<file path="config.mk">
export PLATFORM = sky130hd
export DESIGN_NAME = intraloop_sched_flat
export DESIGN_NICKNAME = d
export VERILOG_FILES = /design/src/rtl/intraloop_sched_if.sv /design/src/rtl/intraloop_sched.sv /design/src/flat_wrapper.sv
export SDC_FILE = /design/constraint.sdc
export NUM_CORES = 1
export LEC_CHECK = 0
export ABC_AREA = 1
export ABC_CLOCK_PERIOD_IN_PS = 7200
export CAP_MARGIN = 30
export CORE_MARGIN = 1.5
export CORE_UTILIZATION = 40
export CTS_CLUSTER_DIAMETER = 150
export CTS_CLUSTER_SIZE = 16
export DETAILED_ROUTE_END_ITERATION = 16
export GPL_TIMING_DRIVEN = 0
export PLACE_DENSITY = 0.67
export SLEW_MARGIN = 10
export SYNTH_ARGS = -nofsm -noshare
export SYNTH_HDL_FRONTEND = slang
export SYNTH_SLANG_ARGS = --single-unit
</file>
<file path="constraint.sdc">
create_clock -name clk -period 7.2 [get_ports clk]
set_input_delay 1.44 -clock clk [delete_from_list [all_inputs] [get_ports clk]]
set_output_delay 1.44 -clock clk [all_outputs]
set_load 0.05 [all_outputs]
</file>
<file path="src/rtl/intraloop_sched_if.sv">
// Bundle of the scheduler's control, intrapred, transform-coder and reconstructor signals.
// slave is the scheduler's view; master is the environment's view.
interface intraloop_sched_if #(
  parameter int NUM_CH = 3,
  parameter int MBW    = 32,
  parameter int MODEW  = 3
);
  localparam int CHW = (NUM_CH > 1) ? $clog2(NUM_CH) : 1;

  logic                    enable;
  logic                    start;
  logic [NUM_CH-1:0]       pred_valid;
  logic [NUM_CH*MODEW-1:0] pred_mode;
  logic [NUM_CH-1:0]       pred_ready;
  logic                    tc_valid;
  logic [CHW-1:0]          tc_ch;
  logic [MBW-1:0]          tc_mb;
  logic [MODEW-1:0]        tc_mode;
  logic                    tc_ready;
  logic                    recon_done;
  logic [CHW-1:0]          recon_ch;
  logic [NUM_CH-1:0]       fb;
  logic [NUM_CH*MBW-1:0]   mbnumber;
  logic                    busy;
  logic                    frame_done;
  logic                    err_ovf;

  modport slave (
    input  enable, start, pred_valid, pred_mode, tc_ready, recon_done, recon_ch,
    output pred_ready, tc_valid, tc_ch, tc_mb, tc_mode, fb, mbnumber, busy,
           frame_done, err_ovf
  );

  modport master (
    output enable, start, pred_valid, pred_mode, tc_ready, recon_done, recon_ch,
    input  pred_ready, tc_valid, tc_ch, tc_mb, tc_mode, fb, mbnumber, busy,
           frame_done, err_ovf
  );
endinterface

</file>
<file path="src/rtl/intraloop_sched.sv">
// Intra-loop frame scheduler: round-robin arbitration of predicted-block channels into
// the transform coder, credit-bounded in-flight count, per-channel mb numbering and retire feedback.
module intraloop_sched #(
  parameter int NUM_CH       = 3,
  parameter int MBW          = 32,
  parameter int MODEW        = 3,
  parameter int MB_PER_FRAME = 99,
  parameter int PIPE_DEPTH   = 4
) (
  input logic                clk,
  input logic                reset,
  intraloop_sched_if.slave   bus
);
  localparam int CHW = (NUM_CH > 1) ? $clog2(NUM_CH) : 1;
  localparam int CRW = $clog2(PIPE_DEPTH + 1);
  localparam logic [CRW-1:0] CR_FULL = CRW'(PIPE_DEPTH);
  localparam logic [MBW-1:0] MB_MAX  = MBW'(MB_PER_FRAME);
  localparam logic [CHW-1:0] CH_LAST = CHW'(NUM_CH - 1);

  typedef enum logic [1:0] {
    S_IDLE  = 2'd0,
    S_RUN   = 2'd1,
    S_DRAIN = 2'd2,
    S_DONE  = 2'd3
  } state_e;

  state_e                     state_q, state_d;
  logic [CHW-1:0]             rr_q, rr_d;
  logic [CRW-1:0]             credits_q, credits_d;
  logic [NUM_CH-1:0][MBW-1:0] count_q, count_d;
  logic                       tc_valid_q, tc_valid_d;
  logic [CHW-1:0]             tc_ch_q, tc_ch_d;
  logic [MBW-1:0]             tc_mb_q, tc_mb_d;
  logic [MODEW-1:0]           tc_mode_q, tc_mode_d;
  logic [NUM_CH-1:0]          fb_q, fb_d;
  logic                       err_q, err_d;

  logic [NUM_CH-1:0]          eligible;
  logic                       grant_found;
  logic [CHW-1:0]             grant_ch;
  logic [MODEW-1:0]           grant_mode;
  logic                       all_done;
  logic                       can_load;
  logic [NUM_CH-1:0]          pred_ready_c;
  logic                       recon_bad_ch;

  always_comb begin : grant_search
    int unsigned idx;
    idx         = 0;
    eligible    = '0;
    all_done    = 1'b1;
    grant_found = 1'b0;
    grant_ch    = '0;
    for (int unsigned i = 0; i < NUM_CH; i++) begin
      eligible[i] = bus.pred_valid[i] && (count_q[i] < MB_MAX);
      all_done    = all_done && (count_q[i] == MB_MAX);
    end
    // Search starts one past the last granted channel so every channel gets a turn.
    for (int unsigned k = 1; k <= NUM_CH; k++) begin
      idx = (32'(rr_q) + k) % NUM_CH;
      if (!grant_found && eligible[CHW'(idx)]) begin
        grant_found = 1'b1;
        grant_ch    = CHW'(idx);
      end
    end
  end

  always_comb begin
    grant_mode = '0;
    for (int unsigned i = 0; i < NUM_CH; i++) begin
      if (grant_ch == CHW'(i)) grant_mode = bus.pred_mode[i*MODEW +: MODEW];
    end
  end

  // A held offer (valid without ready) blocks loads regardless of enable.
  assign can_load = (state_q == S_RUN) && bus.enable && (credits_q != '0) && grant_found &&
                    (!tc_valid_q || bus.tc_ready);

  always_comb begin
    pred_ready_c = '0;
    for (int unsigned i = 0; i < NUM_CH; i++) begin
      pred_ready_c[i] = can_load && (grant_ch == CHW'(i));
    end
  end

  assign recon_bad_ch = (int'(bus.recon_ch) >= NUM_CH);

  always_comb begin
    state_d    = state_q;
    rr_d       = rr_q;
    credits_d  = credits_q;
    count_d    = count_q;
    tc_valid_d = tc_valid_q;
    tc_ch_d    = tc_ch_q;
    tc_mb_d    = tc_mb_q;
    tc_mode_d  = tc_mode_q;
    fb_d       = '0;
    err_d      = err_q;

    if (can_load) begin
      tc_valid_d        = 1'b1;
      tc_ch_d           = grant_ch;
      tc_mb_d           = count_q[grant_ch];
      tc_mode_d         = grant_mode;
      count_d[grant_ch] = count_q[grant_ch] + MBW'(1);
      rr_d              = grant_ch;
    end else if (bus.tc_ready) begin
      tc_valid_d = 1'b0;
    end

    case ({can_load, bus.recon_done})
      2'b10:   credits_d = credits_q - CRW'(1);
      2'b01:   credits_d = (credits_q == CR_FULL) ? CR_FULL : credits_q + CRW'(1);
      default: credits_d = credits_q;
    endcase

    for (int unsigned i = 0; i < NUM_CH; i++) begin
      fb_d[i] = bus.recon_done && (bus.recon_ch == CHW'(i));
    end

    case (state_q)
      S_IDLE: begin
        if (bus.start && bus.enable) begin
          state_d = S_RUN;
          count_d = '0;
          rr_d    = CH_LAST;
          err_d   = 1'b0;
        end
      end
      S_RUN:   if (all_done) state_d = S_DRAIN;
      S_DRAIN: if (credits_q == CR_FULL) state_d = S_DONE;
      S_DONE:  state_d = S_IDLE;
      default: state_d = S_IDLE;
    endcase

    // Set after the start-clear so an error in the start cycle is not lost.
    if (bus.recon_done && (recon_bad_ch || ((credits_q == CR_FULL) && !can_load))) begin
      err_d = 1'b1;
    end
  end

  always_ff @(posedge clk or negedge reset) begin
    if (!reset) begin
      state_q    <= S_IDLE;
      rr_q       <= CH_LAST;
      credits_q  <= CR_FULL;
      count_q    <= '0;
      tc_valid_q <= 1'b0;
      tc_ch_q    <= '0;
      tc_mb_q    <= '0;
      tc_mode_q  <= '0;
      fb_q       <= '0;
      err_q      <= 1'b0;
    end else begin
      state_q    <= state_d;
      rr_q       <= rr_d;
      credits_q  <= credits_d;
      count_q    <= count_d;
      tc_valid_q <= tc_valid_d;
      tc_ch_q    <= tc_ch_d;
      tc_mb_q    <= tc_mb_d;
      tc_mode_q  <= tc_mode_d;
      fb_q       <= fb_d;
      err_q      <= err_d;
    end
  end

  assign bus.pred_ready = pred_ready_c;
  assign bus.tc_valid   = tc_valid_q;
  assign bus.tc_ch      = tc_ch_q;
  assign bus.tc_mb      = tc_mb_q;
  assign bus.tc_mode    = tc_mode_q;
  assign bus.fb         = fb_q;
  assign bus.mbnumber   = count_q;
  assign bus.busy       = (state_q != S_IDLE);
  assign bus.frame_done = (state_q == S_DONE);
  assign bus.err_ovf    = err_q;
endmodule

</file>
<file path="src/flat_wrapper.sv">
// flat-port wrapper written by rule: the top's interface ports become plain ports
module intraloop_sched_flat 
#(
  parameter int NUM_CH       = 3,
  parameter int MBW          = 32,
  parameter int MODEW        = 3,
  parameter int MB_PER_FRAME = 99,
  parameter int PIPE_DEPTH   = 4
)
  (clk, reset, bus_enable, bus_start, bus_pred_valid, bus_pred_mode, bus_tc_ready, bus_recon_done, bus_recon_ch, bus_pred_ready, bus_tc_valid, bus_tc_ch, bus_tc_mb, bus_tc_mode, bus_fb, bus_mbnumber, bus_busy, bus_frame_done, bus_err_ovf);
  intraloop_sched_if #(.NUM_CH(NUM_CH), .MBW(MBW), .MODEW(MODEW)) bus_i ();
  input logic clk;
  input logic reset;
  input wire logic [$bits(bus_i.enable)-1:0] bus_enable;
  input wire logic [$bits(bus_i.start)-1:0] bus_start;
  input wire logic [$bits(bus_i.pred_valid)-1:0] bus_pred_valid;
  input wire logic [$bits(bus_i.pred_mode)-1:0] bus_pred_mode;
  input wire logic [$bits(bus_i.tc_ready)-1:0] bus_tc_ready;
  input wire logic [$bits(bus_i.recon_done)-1:0] bus_recon_done;
  input wire logic [$bits(bus_i.recon_ch)-1:0] bus_recon_ch;
  output wire logic [$bits(bus_i.pred_ready)-1:0] bus_pred_ready;
  output wire logic [$bits(bus_i.tc_valid)-1:0] bus_tc_valid;
  output wire logic [$bits(bus_i.tc_ch)-1:0] bus_tc_ch;
  output wire logic [$bits(bus_i.tc_mb)-1:0] bus_tc_mb;
  output wire logic [$bits(bus_i.tc_mode)-1:0] bus_tc_mode;
  output wire logic [$bits(bus_i.fb)-1:0] bus_fb;
  output wire logic [$bits(bus_i.mbnumber)-1:0] bus_mbnumber;
  output wire logic [$bits(bus_i.busy)-1:0] bus_busy;
  output wire logic [$bits(bus_i.frame_done)-1:0] bus_frame_done;
  output wire logic [$bits(bus_i.err_ovf)-1:0] bus_err_ovf;
  assign bus_i.enable = bus_enable;
  assign bus_i.start = bus_start;
  assign bus_i.pred_valid = bus_pred_valid;
  assign bus_i.pred_mode = bus_pred_mode;
  assign bus_i.tc_ready = bus_tc_ready;
  assign bus_i.recon_done = bus_recon_done;
  assign bus_i.recon_ch = bus_recon_ch;
  assign bus_pred_ready = bus_i.pred_ready;
  assign bus_tc_valid = bus_i.tc_valid;
  assign bus_tc_ch = bus_i.tc_ch;
  assign bus_tc_mb = bus_i.tc_mb;
  assign bus_tc_mode = bus_i.tc_mode;
  assign bus_fb = bus_i.fb;
  assign bus_mbnumber = bus_i.mbnumber;
  assign bus_busy = bus_i.busy;
  assign bus_frame_done = bus_i.frame_done;
  assign bus_err_ovf = bus_i.err_ovf;
  intraloop_sched #(.NUM_CH(NUM_CH), .MBW(MBW), .MODEW(MODEW), .MB_PER_FRAME(MB_PER_FRAME), .PIPE_DEPTH(PIPE_DEPTH)) u_core (.clk(clk), .reset(reset), .bus(bus_i));
endmodule
</file>
==> metrics.md, run 1 <==
| Metric | Value |
|---|---|
| Critical Path Start | `bus_pred_valid[1]` |
| Fin. Hold Viols | `0` |
| PostCTS Resize Cnt | `0` |
| Slew margin rel. | `0.441` |
| Worst Path Max Fanout | `5` |
| Fmax | `approximately 170 MHz` |
| Detailed-router iteration count before antenna repair | `4` |
| Area Overhead vs Synth | `38.0%` |
| Crit path to | `bus_pred_ready[0]` |
| Via Count | `about 5500` |
| Setup Crit Path Kind | `in -> out` |
| R2R Path Start | `u_core.bus.mbnumber[17]` |
| Die ar. | `roughly 0.017 mm2` |
| Final antenna-violating net count | `0` |
| First-pass GRT wire length | `28.0 mm` |
| Layout cells sized above 1 | `0.0850` |
| Period Utilization, post-route | `0.795` |
| DRT iter0 DRCs | `about 370` |
| Clock skew | `0.00807 ns` |
| Tmin final | `5.73 ns` |
| Status | `finished, final reports clean` |
| Gpl congestion | `~0.89` |
| Power, Total | `about 4300 uW` |
| Mapped Avg Cell Area | `~9 um2` |
| # hold bufs at CTS | `0` |
| Worst reg2reg setup slack | `3.87 ns` |
| Top cells by area, synth | `dfrtp_1 54%, nand2_1 7.7%, inv_1 6.4%, o21a_1 6.1%, nand3_1 3.9%` |
| R2r endpoint | `u_core.bus.mbnumber[38]` |
| CTS tree | `built` |
| Setup ws final | `1.47 ns` |
| Setup TNS | `0 ns` |
| Grt ovf | `0` |
| Tot GR Track Use | `0.205` |
| Post-DP HPWL | `approximately 12 mm` |
| Initial Utilization | `0.412` |
| Critical path data required time | `roughly 5.8 ns` |
| Fin util | `0.569` |
| Slew Viols, Final | `0` |
| Most used cell along the critical path | `nand2_1` |
| Critical path data arrival time | `4.29 ns` |
| Cell taking the most area after synthesis | `dfrtp_1` |
| Die Ht | `roughly 130 um` |
| DR WL/cell | `14.9 um` |
| RSZ-0062 raised after global routing | `no` |
| Peak VDD IR | `around 0.2 mV` |
| Final setup vio count | `0` |
| Post-synthesis cell type count | `39` |
| Final nets | `948` |
| Slowest CP cell | `clkdlybuf4s50_1` |
| Die Width | `about 130 um` |
| Core area | `between 0.015 and 0.02 mm2` |
| Max clock buf depth | `2` |
| Port Buffers | `162` |
| Synth top area share | `0.542` |
| Vias per cell | `between 4 and 5` |
| Total CTS buffers | `17` |
| Root buffer cell | `clkbuf_16` |
| Worst-Skew Late Latency | `between 0.4 and 0.5 ns` |
| Critical Path End Type | `output port` |
| I/O pins | `approximately 160` |
| Leak | `~0.0045 uW` |
| Rows | `46` |
| CTS Sinks | `about 150` |
| Synthesized area | `between 0.006 and 0.007 mm2` |
| Slew @ Worst Pin | `around 0.83 ns` |
| Most frequent cells in the layout | `161 x clkdlybuf4s50_1, 143 x dfrtp_1, 136 x nand2_1` |
| Number of max-cap violations | `0` |
| Number of synthesized register bits | `between 100 and 150` |
| DRC Markers | `0` |
| Largest net degree at the start of global routing | `between 80 and 90` |
| H-tree levels | `4` |
| Synth warn | `0` |
| Initial antenna violation count | `0` |
| HP Class | `reg -> reg` |
| Leading cell type in the layout, fill and taps excluded | `clkdlybuf4s50_1` |
| Sequential element share of the synthesized area | `0.550` |
| Diode count | `0` |
| Fillers | `approximately 1500` |
| Placed instance area | `about 0.0085 mm2` |
| Cells after Synth | `735` |
| Total Wirelength | `~17 mm` |
| Vias in the first global route | `between 5000 and 6000` |
| Layout Cell Area excl Fill | `around 0.0091 mm2` |
| CP startpoint kind | `primary input` |
| PD cells | `473 mW/mm2` |
| Post-CTS Setup Bufs | `0` |
| Syn nets | `about 770` |
| Crit path cell chain | `clkdlybuf4s50_1 > inv_1 > nor2_1 > nand2_1 > inv_1 > nand2_1 > nor2_2 > nand2_1 > nand2_1 > nand3_1 > nand2_2 > nand3_4 > o21ai_0 > nand2_1 > nor2_1 > clkdlybuf4s50_1` |
| Clock-pin slew on the worst setup and hold paths | `about 0.060 ns` |
| Worst r2r path cells | `21` |
| Max incr delay on CP | `~0.85 ns` |
| Setup WS pre-CTS | `around 1.5 ns` |
[flip-flops by register name, indices dropped and copies added (netlist names)]
register	count
u_core.bus.mbnumber	96
u_core.bus.tc_mb	32
u_core.bus.fb	3
u_core.bus.tc_mode	3
u_core.credits_q	3
u_core.bus.tc_ch	2
u_core.rr_q	2
u_core.state_q	2
u_core.bus.err_ovf	1
u_core.bus.tc_valid	1
[cell type report]
type | instances | area, um2 | area share
clock buffers | 18 | 429 | 0.0471
repair buffers | 163 | 1650 | 0.182
multi-input cells | 448 | 2420 | 0.266
flip-flops and latches | 145 | 3630 | 0.399
inverters | 119 | 449 | 0.0493
well taps | 216 | 270 | 0.0297
plain buffers | 23 | 98.8 | 0.0109
clock inverters | 13 | 153 | 0.0168
[worst max-delay path, delay by kind of cell]
family	cells	cell delay (ns)
AO/OA/AOI/OAI	1	0.24
buffers and inverters	4	1.40
AND/OR/NAND/NOR	11	1.22
[report_power, final]
part / switching (uW) / internal (uW)
registers: 124 / 979
logic: 1620 / 707
clock network: 363 / 515
[worst min path at each step]
stage	startpoint	slack, ns	cells after the start	endpoint
CTS	u_core.bus.tc_mb[14]	0.47	2	u_core.bus.tc_mb[14]
global placement	u_core.bus.tc_mb[8]	0.45	2	u_core.bus.tc_mb[8]
floorplan	u_core.credits_q[1]	0.48	2	u_core.credits_q[1]
detailed placement	u_core.bus.tc_mb[14]	0.45	2	u_core.bus.tc_mb[14]
global route	u_core.bus.tc_mb[19]	0.48	2	u_core.bus.tc_mb[19]
finish	u_core.bus.tc_mb[15]	0.46	2	u_core.bus.tc_mb[15]
[metal layers]
metal  GRT usage  vias up  share of wire
li1            -     2713              -
met1       0.267     2603           0.45
met2       0.339      131           0.49
met3      0.0482       24          0.049
met4      0.0648        0          0.016
met5           0        -              0
[logic make-up (layout without fill, tap and decap cells)]
logic type / after synthesis / count (layout) / synth area share
simple gates: 302 / 302 / 0.216
flops: 145 / 145 / 0.550
buf+inv: 142 / 336 / 0.0830
compound gates: 133 / 133 / 0.127
fa+ha+maj: 11 / 11 / 0.0209
xor+xnor: 2 / 2 / 0.00265
[cell usage after synthesis, drive strengths merged]
library cell  number
a21oi             42
nand2            149
o21a              54
ha                11
nand4             11
buf                4
inv              119
nand3b             1
a22o               1
nor4               1
xor2               2
dfstp              2
o211ai             4
clkbuf            19
nor3               7
dfrtp            143
o21ai             29
nand3             55
or2                2
nor2              76
o311ai             2
o41ai              1
[per-stage QoR]
stage          instances  hold slack [ns]
5_1_grt             1145            0.484
4_1_cts             1145            0.467
6_report            1145            0.461
3_5_place_dp        1114            0.451
3_3_place_gp        1113            0.448
2_1_floorplan        735            0.475
Note: power is estimated with default switching activity, not from simulation.
==> run 2, diff against run 1 <==
--- a/config.mk
+++ b/config.mk
@@ -6,7 +6,7 @@
 export NUM_CORES = 1
 export LEC_CHECK = 0
 export ABC_AREA = 1
-export ABC_CLOCK_PERIOD_IN_PS = 7200
+export ABC_CLOCK_PERIOD_IN_PS = 5150
 export CAP_MARGIN = 30
 export CORE_MARGIN = 1.5
 export CORE_UTILIZATION = 40
@@ -14,7 +14,7 @@
 export CTS_CLUSTER_SIZE = 16
 export DETAILED_ROUTE_END_ITERATION = 16
 export GPL_TIMING_DRIVEN = 0
-export PLACE_DENSITY = 0.67
+export PLACE_DENSITY = 0.7
 export SLEW_MARGIN = 10
 export SYNTH_ARGS = -nofsm -noshare
 export SYNTH_HDL_FRONTEND = slang
==> constraint.sdc (replaced) <==
create_clock -name clk -period 5.15 [get_ports clk]
set_input_delay 1.03 -clock clk [delete_from_list [all_inputs] [get_ports clk]]
set_output_delay 1.03 -clock clk [all_outputs]
set_load 0.05 [all_outputs]
==> run 2 against run 1 <==
Against the previous run: wire length increased by 1.9%; sequential power rose by 40%; first-iteration DRC count down 20%; critical path type unchanged; largest cell class unchanged; highest routed layer unchanged; count of clock-buffer cells in the layout is the same; largest power group unchanged; worst setup slack got worse by 1.1 ns; critical endpoint is now bus_pred_ready[2]; sequential share of layout area decreased by 0.14 points; core utilization is 0.20 points higher; clock skew is 0.0021 ns higher; critical path depth stayed put.
==> metrics.md, run 2 (synthesis results as in run 1) <==
| Metric | Value |
|---|---|
| Status | `finished, final reports clean (unchanged)` |
| CP startpoint kind | `primary input (unchanged)` |
| Total CTS buffers | `17 (unchanged)` |
| Fillers | `1512 (was 1540)` |
| Final hold slack | `0.462 ns (was 0.461 ns)` |
| Worst-Skew Late Latency | `0.42 ns (was 0.43 ns)` |
| Critical Path End Type | `output port (unchanged)` |
| Core area | `0.0160 mm2 (unchanged)` |
| Clock skew | `0.0101 ns (was 0.00807 ns)` |
| Slew Viols, Final | `0 (unchanged)` |
| I/O pins | `163 (unchanged)` |
| Layout cells sized above 1 | `0.0871 (was 0.0850)` |
| Via Count | `5504 (was 5471)` |
| Clock-pin slew on the worst setup and hold paths | `0.06 ns (about the same)` |
| CTS Sinks | `145 (unchanged)` |
| Max reg flops | `96 (unchanged)` |
| DRT iter0 DRCs | `298 (was 371)` |
| Rows | `46 (unchanged)` |
| HP Class | `reg -> reg (unchanged)` |
| Slew margin rel. | `0.552 (was 0.441)` |
| Critical path data arrival time | `3.77 ns (was 4.29 ns)` |
| Total Wirelength | `17.4 mm (was 17.0 mm)` |
| Die Width | `131 um (unchanged)` |
| CTS tree | `built (unchanged)` |
| Worst Path Max Fanout | `5 (unchanged)` |
| Setup WS pre-CTS | `0.216 ns (was 1.49 ns)` |
| Fin. Hold Viols | `0 (unchanged)` |
| Initial antenna violation count | `0 (unchanged)` |
| Leading cell type in the layout, fill and taps excluded | `clkdlybuf4s50_1 (unchanged)` |
| Die ar. | `0.0173 mm2 (unchanged)` |
| Initial Utilization | `0.412 (unchanged)` |
| Tmin final | `4.80 ns` |
| Slew @ Worst Pin | `0.672 ns (was 0.828 ns)` |
| Fmax | `between 200 and 250 MHz` |
| Diode count | `0 (unchanged)` |
| Setup Crit Path Kind | `in -> out (unchanged)` |
| H-tree levels | `4 (unchanged)` |
| Vias in the first global route | `5568 (was 5438)` |
| Final setup vio count | `0 (unchanged)` |
| First-pass GRT wire length | `28.7 mm (was 28.0 mm)` |
| Setup TNS | `0 ns (unchanged)` |
| Layout Cell Area excl Fill | `0.00914 mm2 (was 0.00911 mm2)` |
| Max clock buf depth | `2 (unchanged)` |
| Area Overhead vs Synth | `38.4% (was 38.0%)` |
| Grt ovf | `0 (unchanged)` |
| DRC Markers | `0 (unchanged)` |
| Fin util | `0.571 (was 0.569)` |
| DR WL/cell | `15.2 um (was 14.9 um)` |
| Peak VDD IR | `0.325 mV (was 0.200 mV)` |
| Tot GR Track Use | `0.209 (was 0.205)` |
| RSZ-0062 raised after global routing | `no (unchanged)` |
| Gpl congestion | `0.888 (was 0.890)` |
| Leak | `0.00459 uW (was 0.00454 uW)` |
| Most frequent cells in the layout | `159 x clkdlybuf4s50_1, 143 x dfrtp_1, 136 x nand2_1 (was 161 x clkdlybuf4s50_1, 143 x dfrtp_1, 136 x nand2_1)` |
| Final antenna-violating net count | `0 (unchanged)` |
| Vias per cell | `4.80 (was 4.78)` |
| Final nets | `948 (unchanged)` |
| Placed instance area | `0.00852 mm2 (unchanged)` |
| Port Buffers | `162 (unchanged)` |
| Post-DP HPWL | `12.5 mm (was 12.4 mm)` |
| Detailed-router iteration count before antenna repair | `4 (unchanged)` |
| Critical path data required time | `4.12 ns (was 5.76 ns)` |
| Number of max-cap violations | `0 (unchanged)` |
| Period Utilization, post-route | `0.933` |
| Root buffer cell | `clkbuf_16 (unchanged)` |
| Setup ws final | `0.345 ns (was 1.47 ns)` |
| # hold bufs at CTS | `0 (unchanged)` |
| Die Ht | `131 um (unchanged)` |
| Largest net degree at the start of global routing | `105 (was 88)` |
| PD cells | `663 mW/mm2 (was 473 mW/mm2)` |
[run 2: changes by cell type in the layout (fill, tap and decap cells not counted), sizes merged]
cell / previous run / this run
clkdlybuf4s50: 161 / 159
clkinv: 1 / 2
clkinvlp: 5 / 3
dlymetal6s2s: 0 / 2
inv: 124 / 126
[run 2: final timing paths]
path / startpoint / to / slack [ns] / cells past startpoint
setup / recovery: bus_pred_valid[1] / bus_pred_ready[2] / 0.35 / 16
hold / removal: u_core.bus.tc_mb[13] / u_core.bus.tc_mb[13] / 0.46 / 2
setup reg to reg: u_core.bus.mbnumber[17] / u_core.bus.mbnumber[70] / 1.77 / 21
hold reg to reg: u_core.bus.tc_mb[13] / u_core.bus.tc_mb[13] / 0.46 / 2
max in group asynchronous: reset / u_core.bus.fb[1] / 3.82 / 2
min in group asynchronous: reset / u_core.bus.mbnumber[22] / 0.48 / 1
[run 2: where the power goes]
| group | switching (uW) | internal (uW) |
|---|---|---|
| Clock | 526 | 744 |
| Sequential | 174 | 1370 |
| Combinational | 2260 | 988 |
[run 2: final cells by class]
class / count / area, um2 / share of cell area
Sequential cell: 145 / 3630 / 0.397
Multi-Input combinational cell: 448 / 2420 / 0.265
Timing Repair Buffer: 163 / 1660 / 0.182
Inverter: 119 / 449 / 0.0492
Clock buffer: 18 / 439 / 0.0481
Tap cell: 216 / 270 / 0.0296
Clock inverter: 14 / 169 / 0.0185
Buffer: 23 / 98.8 / 0.0108
[run 2: timing repair]
action | CTS | global route
hold endpoints to repair | 0 | 0
buffers inserted | 0 | 0
setup endpoints to repair | 0 | 3
gates resized for setup | 0 | 3
[run 2: per-stage QoR]
stage	std cells	total power, uW
2_1_floorplan	735	3870
3_3_place_gp	1113	4760
3_5_place_dp	1114	4810
4_1_cts	1146	6100
5_1_grt	1146	6490
6_report	1146	6060
[run 2: layer usage]
| metal | GRT usage | vias up | routed length [um] |
|---|---|---|---|
| li1 | - | 2708 | - |
| met2 | 0.339 | 120 | 8450 |
| met5 | 0 | - | 0 |
| met3 | 0.0552 | 18 | 898 |
| met1 | 0.275 | 2658 | 7730 |
| met4 | 0.0636 | 0 | 284 |
[run 2: critical path, cell delays in order]
cell             delay, ns
clkdlybuf4s50_1       0.46
inv_1                 0.04
nor2_1                0.11
nand2_1               0.07
inv_1                 0.05
nand2_1               0.05
nor2_2                0.12
nand2_1               0.11
nand2_1               0.07
nand3_1               0.12
nand2_2               0.16
nand3_4               0.13
nand3_1               0.11
nand2_1               0.07
nor2_1                0.19
clkdlybuf4s50_1       0.87
